**src/rtl/voq_in_dispatch_pkg.sv**
```systemverilog
// Shared types and sizing helpers for the VOQ input dispatcher.
// Latency: n/a (declarations only).
// Backpressure: n/a (declarations only).
package voq_in_dispatch_pkg;

  // Dispatcher control states
  typedef enum logic [1:0] {
    ST_IDLE = 2'd0,
    ST_FWD  = 2'd1,
    ST_DROP = 2'd2
  } state_e;

  // Default build: 4 ports x 2 priorities, 32-bit beats, up to 16 beats per packet
  localparam int DEF_PORT_NUB   = 4;
  localparam int DEF_DATA_WIDTH = 32;
  localparam int DEF_PRIO_NUB   = 2;
  localparam int DEF_LEN_MAX    = 16;

  // Index width that never collapses to zero bits for n <= 2
  function automatic int clog2_min1(input int n);
    return (n <= 2) ? 1 : $clog2(n);
  endfunction

  // Width of a flat queue index q = dest*prios + prio
  function automatic int qidx_width(input int ports, input int prios);
    return clog2_min1(ports * prios);
  endfunction

endpackage

```
**src/rtl/voq_in_dispatch_len_counter.sv**
```systemverilog
// Per-packet beat counter with truncation flag at LEN_MAX beats.
// Latency: len/trunc are combinational for the beat being written; count updates on the next edge.
// Backpressure: none; only advances on beats the dispatcher actually writes.
module voq_len_counter #(
  parameter  int LEN_MAX = 16,
  localparam int LW      = $clog2(LEN_MAX + 1)
) (
  input  logic          clk,
  input  logic          rst_n,
  input  logic          beat,
  input  logic          last,
  output logic [LW-1:0] len,
  output logic          trunc
);

  logic [LW-1:0] cnt_q;

  // Count includes the current beat; the counter idles at zero between packets
  always_comb begin
    len   = cnt_q + LW'(1);
    trunc = !last && (32'(len) >= LEN_MAX);
  end

  // Advance on every written beat, return to zero when the packet closes
  always_ff @(posedge clk or negedge rst_n) begin
    if (!rst_n) begin
      cnt_q <= '0;
    end else if (beat) begin
      cnt_q <= (last || trunc) ? '0 : len;
    end
  end

endmodule

```
**src/rtl/voq_in_dispatch.sv**
```systemverilog
// Dispatches a packet beat stream into one-hot per-port/per-priority VOQ write strobes.
// Latency: an accepted beat appears on m_wr_en/m_data/m_eop exactly 1 cycle later; done pulses with m_eop.
// Backpressure: s_ready follows the registered full flag of the selected queue; full at SOP stalls or drops.
module voq_in_dispatch
  import voq_in_dispatch_pkg::*;
#(
  parameter  int PORT_NUB     = DEF_PORT_NUB,
  parameter  int DATA_WIDTH   = DEF_DATA_WIDTH,
  parameter  int PRIO_NUB     = DEF_PRIO_NUB,
  parameter  int LEN_MAX      = DEF_LEN_MAX,
  parameter  bit DROP_ON_FULL = 1'b0,
  localparam int NQ           = PORT_NUB * PRIO_NUB,
  localparam int DW           = clog2_min1(PORT_NUB),
  localparam int PW           = clog2_min1(PRIO_NUB),
  localparam int QW           = qidx_width(PORT_NUB, PRIO_NUB),
  localparam int LW           = $clog2(LEN_MAX + 1)
) (
  input  logic                  clk,
  input  logic                  rst_n,
  input  logic                  s_valid,
  output logic                  s_ready,
  input  logic [DATA_WIDTH-1:0] s_data,
  input  logic                  s_sop,
  input  logic                  s_eop,
  input  logic [DW-1:0]         s_dest,
  input  logic [PW-1:0]         s_prio,
  input  logic [NQ-1:0]         voq_full,
  output logic [NQ-1:0]         m_wr_en,
  output logic [DATA_WIDTH-1:0] m_data,
  output logic                  m_eop,
  output logic [PORT_NUB-1:0]   done_out,
  output logic [LW-1:0]         done_len,
  output logic [15:0]           drop_cnt
);

  state_e        state_q;
  state_e        state_nxt;
  logic          run_q;
  logic [NQ-1:0] full_q;
  logic [QW-1:0] sel_q;
  logic [DW-1:0] dest_q;

  logic          dest_ok;
  logic [QW-1:0] sel_new;
  logic          full_new;
  logic          rdy;
  logic          wr;
  logic          start;
  logic          drop_inc;
  logic [QW-1:0] sel_wr;
  logic [DW-1:0] dest_wr;
  logic [LW-1:0] len;
  logic          trunc;
  logic          pkt_end;

  voq_len_counter #(
    .LEN_MAX (LEN_MAX)
  ) u_len (
    .clk   (clk),
    .rst_n (rst_n),
    .beat  (wr),
    .last  (s_eop),
    .len   (len),
    .trunc (trunc)
  );

  // A write closes the packet either on the real last beat or on the LEN_MAX cut
  assign pkt_end = wr && (s_eop || trunc);
  assign s_ready = rdy;

  // Accept/discard/forward decision for the beat currently offered
  always_comb begin
    dest_ok   = (32'(s_dest) < PORT_NUB) && (32'(s_prio) < PRIO_NUB);
    sel_new   = QW'(s_dest) * QW'(PRIO_NUB) + QW'(s_prio);
    full_new  = dest_ok && full_q[sel_new];
    rdy       = 1'b0;
    wr        = 1'b0;
    start     = 1'b0;
    drop_inc  = 1'b0;
    state_nxt = state_q;
    unique case (state_q)
      ST_IDLE: begin
        // Stall-mode only refuses an SOP whose target queue is full; everything else is taken
        rdy = run_q && !(s_valid && s_sop && full_new && !DROP_ON_FULL);
        if (s_valid && rdy) begin
          if (!s_sop) begin
            drop_inc = 1'b1;
          end else if (!dest_ok || full_new) begin
            drop_inc = 1'b1;
            if (!s_eop) state_nxt = ST_DROP;
          end else begin
            wr    = 1'b1;
            start = 1'b1;
            if (!s_eop) state_nxt = ST_FWD;
          end
        end
      end
      ST_FWD: begin
        // Mid-packet SOP is plain payload; destination stays as latched
        rdy = !full_q[sel_q];
        if (s_valid && rdy) begin
          wr = 1'b1;
          if (s_eop) state_nxt = ST_IDLE;
        end
      end
      ST_DROP: begin
        rdy = 1'b1;
        if (s_valid && s_eop) state_nxt = ST_IDLE;
      end
      default: state_nxt = ST_IDLE;
    endcase
    sel_wr  = start ? sel_new : sel_q;
    dest_wr = start ? s_dest : dest_q;
  end

  // State, registered full view, selection latch and the one-cycle output stage
  always_ff @(posedge clk or negedge rst_n) begin
    if (!rst_n) begin
      state_q  <= ST_IDLE;
      run_q    <= 1'b0;
      full_q   <= '0;
      sel_q    <= '0;
      dest_q   <= '0;
      m_wr_en  <= '0;
      m_data   <= '0;
      m_eop    <= 1'b0;
      done_out <= '0;
      done_len <= '0;
      drop_cnt <= '0;
    end else begin
      run_q  <= 1'b1;
      full_q <= voq_full;
      // A truncated packet keeps swallowing its tail until the real last beat
      if (wr && trunc) begin
        state_q <= ST_DROP;
      end else begin
        state_q <= state_nxt;
      end
      if (start) begin
        sel_q  <= sel_new;
        dest_q <= s_dest;
      end
      m_wr_en <= wr ? (NQ'(1) << sel_wr) : '0;
      if (wr) m_data <= s_data;
      m_eop    <= pkt_end;
      done_out <= pkt_end ? (PORT_NUB'(1) << dest_wr) : '0;
      done_len <= pkt_end ? len : '0;
      if ((drop_inc || (wr && trunc)) && (drop_cnt != 16'hFFFF)) begin
        drop_cnt <= drop_cnt + 16'd1;
      end
    end
  end

endmodule

```
**config.mk**
```make
export PLATFORM = sky130hd
export DESIGN_NAME = voq_in_dispatch
export DESIGN_NICKNAME = d
export VERILOG_FILES = /design/src/rtl/voq_in_dispatch_pkg.sv /design/src/rtl/voq_in_dispatch_len_counter.sv /design/src/rtl/voq_in_dispatch.sv
export SDC_FILE = /design/constraint.sdc
export NUM_CORES = 1
export LEC_CHECK = 0
export CORE_MARGIN = 2
export CORE_UTILIZATION = 46
export CTS_CLUSTER_SIZE = 8
export DETAILED_ROUTE_END_ITERATION = 10
export PLACE_DENSITY = 0.88
export SYNTH_ARGS = -nofsm -noshare
export SYNTH_HDL_FRONTEND = slang
export SYNTH_SLANG_ARGS = --single-unit
```
**constraint.sdc**
```tcl
create_clock -name clk -period 2.5 [get_ports clk]
set_input_delay 0.5 -clock clk [delete_from_list [all_inputs] [get_ports clk]]
set_output_delay 0.5 -clock clk [all_outputs]
set_load 0.005 [all_outputs]
```
==> impl_metrics.tcl <==
set metrics [dict create \
    rsz0062_at_grt "no" \
    synth_common_cells "dfrtp_1, mux2_1, nand2_1, nor2_1, xor2_1" \
    htree_levels 3 \
    crit_fanout 3 \
    grt_pass1_wl_mm 12.7 \
    cts_buffer_depth 2 \
    diodes 0 \
    critPathKind "input port to output port" \
    gp_congestion 0.826 \
    critPathMaxStageDelay_ps 280 \
    yosysTopAreaCell "dfrtp_1" \
    worstSkewPairLatency_ps 350 \
    worstMarginPinSlew_ps 513 \
    drt_wl_total_mm 7.90 \
    clock-skew-final_ps 11.5 \
    finalCriticalPeriod_ps 2400 \
    antenna_left 0 \
    critPathLaunchType "input port" \
    status "finished, final reports clean" \
    ys_seq_elements 87 \
    path_depth 8 \
    synthTopCellsByArea "dfrtp_1, mux2_1, xor2_1" \
    max-cap-violations 0 \
    cp_num_buf_inv 3 \
    path_cells "dlygate4sd2_1 -> buf_6 -> mux2i_2 -> a2bb2oi_2 -> nand4_1 -> nand2_1 -> a22oi_2 -> clkdlybuf4s15_2" \
    design.final.nets 487 \
    yosys_warnings 0 \
    yosysMostFrequentCell "dfrtp_1" \
    vias 2714 \
    drt-initial-drc-count 72 \
    cp_slowest_cell "dlygate4sd2_1" \
    synth_edf_count 0 \
    power_leakage_nw 2.40 \
    fmax_mhz 418 \
    ys.flop_type "dfrtp_1" \
    grt_max_degree 50 \
    grt_use_total 0.182 \
    slew_viol_final 0 \
    path_delay_family "buffers and inverters" \
    grt-ovfl-total 0 \
    initial_core_util 0.476 \
    ys_seq_area_frac 0.589 \
    avgRoutedWirePerCell_microns 14.5 \
    ys_async_sr_fraction 1.00 \
    holdWs_ps 114 \
    port_buffers 114 \
    reg2reg_depth 8 \
    arrival_ps 1900 \
    final.setup.tns_ps 0 \
    cts_tree "yes" \
    end_kind "output port" \
    syn-num-nets 336 \
    cts-root-buf "clkbuf_8" \
    die_h_microns 93.7 \
    finalPower_mw 4.99 \
    area_delta_synth_final_pct 46.6 \
    synth_top_area_share 0.589 \
    dp_hpwl_mm 5.77 \
    cts_buffers 9 \
    drc 0 \
    core-area_sq_mm 0.00777 \
    first_global_vias 2729 \
    syn_area_sq_mm 0.00370 \
    slew_headroom 0.655 \
    synth_cell_types 45 \
    period_share 0.958 \
    drt_pass1_iterations 4 \
    pin_count 115 \
    drive_gt1_frac 0.177 \
    finalHoldViolations 0 \
    nFillCells 561 \
    die_w_microns 93.7 \
    cts_num_sinks 87 \
    syn_avg_cell_area_sq_um 12.9 \
    via_per_inst 5.00 \
    num_rows 32 \
    setup_viol 0 \
    power_density_mw_per_mm2 920 \
    postSynthCellCount 286 \
    antenna_found_initial 0 \
    cp.required_ps 2000 \
    die_area_sq_mm 0.00877 \
    vdd_drop_max_v 0.000412 \
    clk_transition_reported_paths_ps 80 \
    holdCritPathClass "input port to async pin" \
]
## per-layer routing
| layer | global-route usage | part of all wire | vias to the layer above |
|---|---|---|---|
| met4 | 0.0664 | 0.018 | 0 |
| met1 | 0.228 | 0.43 | 1309 |
| met5 | 0 | 0 | - |
| met2 | 0.312 | 0.49 | 94 |
| met3 | 0.0409 | 0.057 | 18 |
| li1 | - | - | 1293 |
## cell usage in the layout (no fill, tap or decap), types with 2 or more instances in the layout
cell type	instances
nand4_1	4
mux2_2	7
nand2_1	20
clkbuf_8	10
nor2b_2	2
nand2b_1	5
ha_1	2
o21ai_0	6
nor4_2	2
buf_4	32
a22oi_1	2
buf_12	3
mux2i_2	2
nor4b_1	2
nor2b_1	5
nand3_1	10
clkdlybuf4s50_1	109
xor2_1	15
inv_1	6
and2_1	4
a21oi_1	2
mux2_1	28
bufinv_16	2
nor2_1	20
nor3_1	12
dlygate4sd2_1	3
mux2i_1	10
and4_1	2
dfrtp_1	87
a22oi_2	2
## worst reg2reg max path: stages (launching register included)
cell      delay [ps]
dfrtp_1          490
nor2_1           270
nand3_1          180
a211oi_2         340
nor3_4            90
buf_12           150
buf_4            130
nor4b_1          370
xor2_1           180
## metrics by stage
stage                     worst slack (ps)   util  instance area (sq um)  instances
final                                  105  0.698                   5420        543
after global routing                  9.05  0.698                   5420        543
after CTS                             59.1  0.690                   5360        538
after detailed placement              -474  0.660                   5130        523
after global placement                -445  0.660                   5130        523
after floorplan                        294      -                   3700        286
## final timing paths
check | start | to | slack, ps
worst max-delay path | s_prio | s_ready | 100
worst min-delay path | rst_n | m_data[16]$_DFFE_PN0P_ | 110
worst max register to register | state_q[0]$_DFFE_PN0P_ | drop_cnt[3]$_DFFE_PN0P_ | 220
worst min register to register | m_data[2]$_DFFE_PN0P_ | m_data[2]$_DFFE_PN0P_ | 490
max in group asynchronous | rst_n | m_wr_en[1]$_DFF_PN0_ | 1760
min in group clk | m_data[2]$_DFFE_PN0P_ | m_data[2]$_DFFE_PN0P_ | 490
## flip-flops by register name (all words and copies together) (netlist names)
| name | cells |
|---|---|
| state_q | 2 |
| full_q | 8 |
| drop_cnt | 16 |
| m_eop | 1 |
| dest_q | 2 |
| m_data | 32 |
| done_out | 4 |
| u_len.cnt_q | 5 |
| done_len | 5 |
| run_q | 1 |
| m_wr_en | 8 |
| sel_q | 3 |
## cells by family after synthesis
group,count (synthesis),synth area share
and+or+nand+nor,96,0.139
DFF,87,0.589
muxes,48,0.143
AOI/OAI and AO/OA,22,0.0545
xor gates and xnor gates,15,0.0355
buffers and inverters,15,0.0311
adders and majority gates,2,0.00676
other,1,0.00101
## repair_timing
item | 4_1_cts | 5_1_grt
cloned | 0 | 0
buffers inserted | 0 | 5
endpoints found under the setup margin | 16 | 5
pin swaps | 0 | 1
gates resized for setup | 10 | 3
hold buffers | 0 | 0
## layout make-up
| cell class | instances | area [sq um] | share of cell area |
|---|---|---|---|
| flip-flops and latches | 87 | 2180 | 0.401 |
| clock inverters | 5 | 81.3 | 0.0150 |
| well taps | 102 | 128 | 0.0235 |
| clock buffers | 10 | 138 | 0.0254 |
| multi-input cells | 184 | 1440 | 0.265 |
| inverters | 6 | 22.5 | 0.00415 |
| repair buffers | 149 | 1440 | 0.266 |
## power by group
group	switching, mW	internal [mW]
sequential	0.255	1.80
combinational	0.691	1.17
clock	0.481	0.587
total	1.43	3.56
(Power assumes the default switching activity.)
